## src/rtl/y86_mem_pkg.sv

```systemverilog
// Shared constants and types for the quadword memory port arbiter.
// Holds RAM geometry, FSM state encoding and requester port ids.
package y86_mem_pkg;
    localparam int MEM_BYTES = 2048;
    localparam int QW_BYTES  = 8;

    typedef enum logic [1:0] {
        ST_IDLE,
        ST_XFER,
        ST_LAST,
        ST_RESP
    } state_t;

    localparam logic PORT_IF = 1'b0;
    localparam logic PORT_D  = 1'b1;

    // A quadword access is legal only if all of its bytes land inside the RAM.
    function automatic logic addr_in_range(input logic [63:0] addr,
                                           input int          mem_bytes,
                                           input int          qw_bytes);
        return addr <= 64'(mem_bytes - qw_bytes);
    endfunction
endpackage

```

## src/rtl/mem_rr_arb.sv

```systemverilog
// Two-way round-robin selector with a per-port eligibility mask.
// Purely combinational; the last-grant pointer lives in the caller.
module mem_rr_arb
    import y86_mem_pkg::*;
(
    input  logic [1:0] i_req,
    input  logic [1:0] i_mask,
    input  logic       i_last,
    output logic       o_valid,
    output logic       o_port
);
    logic [1:0] w_elig;

    // NOTE: every output of an always_comb gets a value on every path, so no latch is inferred.
    always_comb begin
        w_elig  = i_req & ~i_mask;
        o_valid = |w_elig;
        if (&w_elig) begin
            o_port = ~i_last;
        end else begin
            o_port = w_elig[PORT_D];
        end
    end
endmodule

```

## src/rtl/mem_port_arbiter.sv

```systemverilog
// Arbitrates fetch and data quadword requests onto a byte-wide synchronous RAM,
// sequencing eight byte accesses per transfer and assembling read data.
module mem_port_arbiter #(
    parameter int MEM_BYTES = y86_mem_pkg::MEM_BYTES,
    parameter int QW_BYTES  = y86_mem_pkg::QW_BYTES
) (
    input  logic                         clk,
    input  logic                         reset,
    input  logic                         if_req,
    input  logic [63:0]                  if_addr,
    output logic                         if_done,
    output logic [63:0]                  if_rdata,
    output logic                         if_err,
    input  logic                         d_req,
    input  logic                         d_we,
    input  logic [63:0]                  d_addr,
    input  logic [63:0]                  d_wdata,
    output logic                         d_done,
    output logic [63:0]                  d_rdata,
    output logic                         d_err,
    output logic [$clog2(MEM_BYTES)-1:0] ram_addr,
    output logic                         ram_we,
    output logic [7:0]                   ram_wdata,
    input  logic [7:0]                   ram_rdata,
    output logic                         busy
);
    import y86_mem_pkg::*;

    localparam int            AW     = $clog2(MEM_BYTES);
    localparam int            KW     = $clog2(QW_BYTES);
    localparam logic [KW-1:0] K_LAST = KW'(QW_BYTES - 1);

    state_t        r_state;
    logic          r_port;
    logic          r_last_port;
    logic          r_we;
    logic          r_hold;
    logic [KW-1:0] r_k;
    logic [55:0]   r_wdata;
    logic [55:0]   r_rdata;

    logic [1:0]  w_req;
    logic [1:0]  w_mask;
    logic        w_gnt_valid;
    logic        w_gnt_port;
    logic [63:0] w_sel_addr;
    logic [63:0] w_sel_wdata;
    logic        w_sel_we;
    logic        w_addr_ok;
    logic [63:0] w_capture;

    assign w_req       = {d_req, if_req};
    assign w_mask      = !r_hold ? 2'b00 : ((r_port == PORT_D) ? 2'b10 : 2'b01);
    assign w_sel_addr  = (w_gnt_port == PORT_D) ? d_addr : if_addr;
    assign w_sel_wdata = (w_gnt_port == PORT_D) ? d_wdata : 64'd0;
    assign w_sel_we    = (w_gnt_port == PORT_D) && d_we;
    assign w_addr_ok   = addr_in_range(w_sel_addr, MEM_BYTES, QW_BYTES);
    // Read bytes arrive in address order, so shifting in from the top leaves byte 0 at the bottom.
    assign w_capture   = {ram_rdata, r_rdata};
    assign busy        = (r_state != ST_IDLE);

    mem_rr_arb u_arb (
        .i_req   (w_req),
        .i_mask  (w_mask),
        .i_last  (r_last_port),
        .o_valid (w_gnt_valid),
        .o_port  (w_gnt_port)
    );

    always_ff @(posedge clk) begin
        if (reset) begin
            r_state     <= ST_IDLE;
            r_port      <= PORT_IF;
            r_last_port <= PORT_D;
            r_we        <= 1'b0;
            r_hold      <= 1'b0;
            r_k         <= '0;
            r_wdata     <= '0;
            r_rdata     <= '0;
            if_done     <= 1'b0;
            if_rdata    <= '0;
            if_err      <= 1'b0;
            d_done      <= 1'b0;
            d_rdata     <= '0;
            d_err       <= 1'b0;
            ram_addr    <= '0;
            ram_we      <= 1'b0;
            ram_wdata   <= '0;
        end else begin
            // NOTE: sequential state uses non-blocking assignments; these defaults make strobes single-cycle.
            ram_we    <= 1'b0;
            ram_addr  <= '0;
            ram_wdata <= '0;
            if_done   <= 1'b0;
            d_done    <= 1'b0;
            r_hold    <= 1'b0;
            case (r_state)
                ST_IDLE: begin
                    if (w_gnt_valid) begin
                        r_port      <= w_gnt_port;
                        r_last_port <= w_gnt_port;
                        r_we        <= w_sel_we;
                        r_k         <= '0;
                        r_rdata     <= '0;
                        r_wdata     <= w_sel_wdata[63:8];
                        if (w_addr_ok) begin
                            r_state   <= ST_XFER;
                            ram_addr  <= w_sel_addr[AW-1:0];
                            ram_we    <= w_sel_we;
                            ram_wdata <= w_sel_wdata[7:0];
                        end else begin
                            r_state <= ST_RESP;
                            if (w_gnt_port == PORT_D) begin
                                d_done  <= 1'b1;
                                d_err   <= 1'b1;
                                d_rdata <= '0;
                            end else begin
                                if_done  <= 1'b1;
                                if_err   <= 1'b1;
                                if_rdata <= '0;
                            end
                        end
                    end
                end
                ST_XFER: begin
                    if (r_k != '0 && !r_we) begin
                        r_rdata <= w_capture[63:8];
                    end
                    if (r_k == K_LAST) begin
                        if (r_we) begin
                            r_state <= ST_RESP;
                            d_done  <= 1'b1;
                            d_err   <= 1'b0;
                            d_rdata <= '0;
                        end else begin
                            r_state <= ST_LAST;
                        end
                    end else begin
                        r_k       <= r_k + KW'(1);
                        ram_addr  <= ram_addr + AW'(1);
                        ram_we    <= r_we;
                        ram_wdata <= r_wdata[7:0];
                        r_wdata   <= r_wdata >> 8;
                    end
                end
                ST_LAST: begin
                    r_state <= ST_RESP;
                    if (r_port == PORT_D) begin
                        d_done  <= 1'b1;
                        d_err   <= 1'b0;
                        d_rdata <= w_capture;
                    end else begin
                        if_done  <= 1'b1;
                        if_err   <= 1'b0;
                        if_rdata <= w_capture;
                    end
                end
                ST_RESP: begin
                    r_state <= ST_IDLE;
                    r_hold  <= 1'b1;
                end
                default: r_state <= ST_IDLE;
            endcase
        end
    end
endmodule

```

## config.mk

```make
export PLATFORM = sky130hd
export DESIGN_NAME = mem_port_arbiter
export DESIGN_NICKNAME = d
export VERILOG_FILES = /design/src/rtl/y86_mem_pkg.sv /design/src/rtl/mem_rr_arb.sv /design/src/rtl/mem_port_arbiter.sv
export SDC_FILE = /design/constraint.sdc
export NUM_CORES = 1
export LEC_CHECK = 0
export BUFFER_PORTS_ARGS = -buffer_cell sky130_fd_sc_hd__buf_2
export CORE_ASPECT_RATIO = 1.25
export CORE_UTILIZATION = 51
export DETAILED_ROUTE_END_ITERATION = 8
export PLACE_DENSITY_LB_ADDON = 0.08
export RECOVER_POWER = 50
export SLEW_MARGIN = 20
export SYNTH_ARGS = -nofsm -noshare
export SYNTH_HDL_FRONTEND = slang
export SYNTH_SLANG_ARGS = --single-unit
```

## constraint.sdc

```tcl
create_clock -name clk -period 3.45 [get_ports clk]
set_input_delay 1.035 -clock clk [delete_from_list [all_inputs] [get_ports clk]]
set_output_delay 1.035 -clock clk [all_outputs]
set_load 0.02 [all_outputs]
```

==> flow_summary.json <==
{
  "status": "completed",
  "cts.repair.resized": 0,
  "finalCoreUtilization_pct": 65.18,
  "synthFlopType": "dfxtp_1",
  "area_growth_pct": 25.16,
  "fp.dieH_um": 165.0,
  "yosysWarnings": 0,
  "initial_core_util_pct": 52.08,
  "fin_crit_ns": 3.057,
  "placed_cell_area_sq_um": 12830,
  "async_flop_share_pct": 0,
  "drive_gt1_share_pct": 19.14,
  "ant_nets": 0,
  "gp_congestion": 0.8635,
  "ir_drop_uv": 626.6,
  "nets": 1702,
  "path_class": "reg2out",
  "fin_area_sq_um": 13570,
  "final_common_cell": "dfxtp_1",
  "grt_start_max_net_pins": 87,
  "tns_ns": 0,
  "finalSetupViolations": 0,
  "drv_slew": 0,
  "antenna_found_initial": 2,
  "viasPerCell": 5.802,
  "synthesis.area_sq_um": 10840,
  "die-area_sq_um": 21850,
  "rsz0062_at_grt": "no",
  "portBuffers": 357,
  "clkLatencyLatePin_ns": 0.53,
  "final_cells": 1780,
  "postCtsSetupBuffers": 0,
  "final_cell_mix": "273 x dfxtp_1, 213 x nand2_1, 204 x buf_2",
  "yosys_register_bits": 273,
  "cts_buffers": 27,
  "row_count": 59,
  "cts_root_buf": "clkbuf_16",
  "vias": 10330,
  "wl_mm": 32.55,
  "cts.path.max_buffers": 3,
  "grt_pass1_wl_mm": 50.01,
  "synthDominantCellAreaShare_pct": 50.41,
  "tightest_slew_ns": 1.294,
  "drt_iter0_drc": 853,
  "clkTransAtPathRegs_ns": 0.06,
  "wl_per_cell_um": 18.29,
  "drcViolationCount": 0,
  "ioPinCount": 358,
  "fillers": 1882,
  "cp-start-kind": "flip-flop",
  "synth_area_per_cell_sq_um": 9.180,
  "grt_pass1_vias": 9386,
  "cp.required_ns": 2.41,
  "relSlewSlack_pct": 13.73,
  "synth_edf_count": 0,
  "powerDensity_nw_per_um2": 810.4,
  "grtUsageTotal_pct": 28.39,
  "hold_viol": 0,
  "synth_cell_types": 49,
  "dr.pass1.iters": 6,
  "period_share_pct": 88.61,
  "crit_fanout": 12,
  "cp-end-kind": "output pin",
  "maxCapViolations": 0,
  "dpl.hpwl_mm": 22.06,
  "yosysTopAreaCell": "dfxtp_1",
  "finClkSkew_ns": 0.007999,
  "syn-num-nets": 1394,
  "clock.fmax_ghz": 0.3271,
  "cts_tree": "built",
  "static-leakage-power_nw": 5.289,
  "synth.area.top_cells": "dfxtp_1 50%, nand2_1 7.4%, mux2i_1 7.0%, a32o_1 6.0%, nand3_1 3.9%",
  "cp.arrival_ns": 2.02,
  "cts_htree_levels": 1,
  "chipWidth_um": 132.4,
  "dp.cells": 1734,
  "core_sq_um": 20820,
  "yosysSeqAreaShare_pct": 50.41,
  "cts_sinks": 273,
  "overflow": 0,
  "hold_path.class": "reg2reg",
  "ctsHoldBuffers": 0,
  "synthCells": 1181
}
-- critical path, stage by stage (launching register included) --
cell and delay (ns):
dfxtp_1 0.36, inv_1 0.14, ha_1 0.51, inv_1 0.26
buf_2 0.24
-- layer usage --
layer,routed length [um],up-vias,GRT usage [%]
li1,-,4893,-
met1,14190,4977,39.33
met2,15280,407,45.10
met3,2520,49,5.955
met4,555,2,6.897
met5,13,-,0
-- cells by family after synthesis --
family,share of synthesized area (%)
AND/OR/NAND/NOR,19.32
flip-flops,50.41
AO/OA/AOI/OAI,16.34
buffers and inverters,5.055
multiplexers,7.224
XOR/XNOR,0.7270
adder cells (fa/ha/maj),0.9233
-- layout make-up --
type | instances | area, sq um | area share [%]
sequential | 273 | 5465 | 40.28
multi-input combinational | 797 | 4888 | 36.03
antenna | 1 | 2.502 | 0.01844
timing repair buffer | 383 | 1864 | 13.74
clock inverter | 9 | 197.7 | 1.457
inverter | 7 | 28.78 | 0.2121
tap | 274 | 342.8 | 2.527
clock buffer | 36 | 779.5 | 5.745
-- sequential cells by signal, summed over array words and instances, names as in the netlist, 2 cells and up --
register / flops
if_rdata: 64
r_wdata: 56
d_rdata: 64
ram_addr: 11
ram_wdata: 8
r_k: 3
r_state: 2
r_rdata: 56
-- report_power, final --
part,switching [mW],internal [mW],total (mW)
clock network,1.20,2.02,3.21
registers,0.227,3.54,3.76
logic,2.65,1.37,4.02
total,4.07,6.93,11.0
-- metrics by stage --
step           hold slack (ns)  worst slack, ns  power [mW]
3_5_place_dp            0.4451           0.1330       7.877
4_1_cts                 0.4536           0.3753       11.09
2_1_floorplan           0.4257           0.3686       6.752
6_report                0.4525           0.3929       11.00
5_1_grt                 0.4734           0.2234       11.58
3_3_place_gp            0.4385           0.1764       7.833
-- worst paths after layout --
kind,endpoint,slack (ns),startpoint,depth (start not counted)
worst max-delay path,busy,0.39,r_state[0],4
worst min-delay path,r_wdata[49],0.45,r_wdata[49],2
worst max register to register,r_wdata[28],0.40,r_state[1],7
worst min register to register,r_wdata[49],0.45,r_wdata[49],2
-- synthesized netlist by cell type, drive strengths merged (5+ instances only) --
library cell / number
dfxtp: 273
xnor2: 5
nand2: 213
clkbuf: 77
nor2: 62
nand4: 12
o21ai: 11
nor3: 55
nor2b: 6
o22ai: 10
mux2i: 76
buf: 27
a21oi: 73
nand3: 84
a221oi: 48
nor4: 25
inv: 6
ha: 8
a32o: 65
Power figures use the tool's default switching activity.
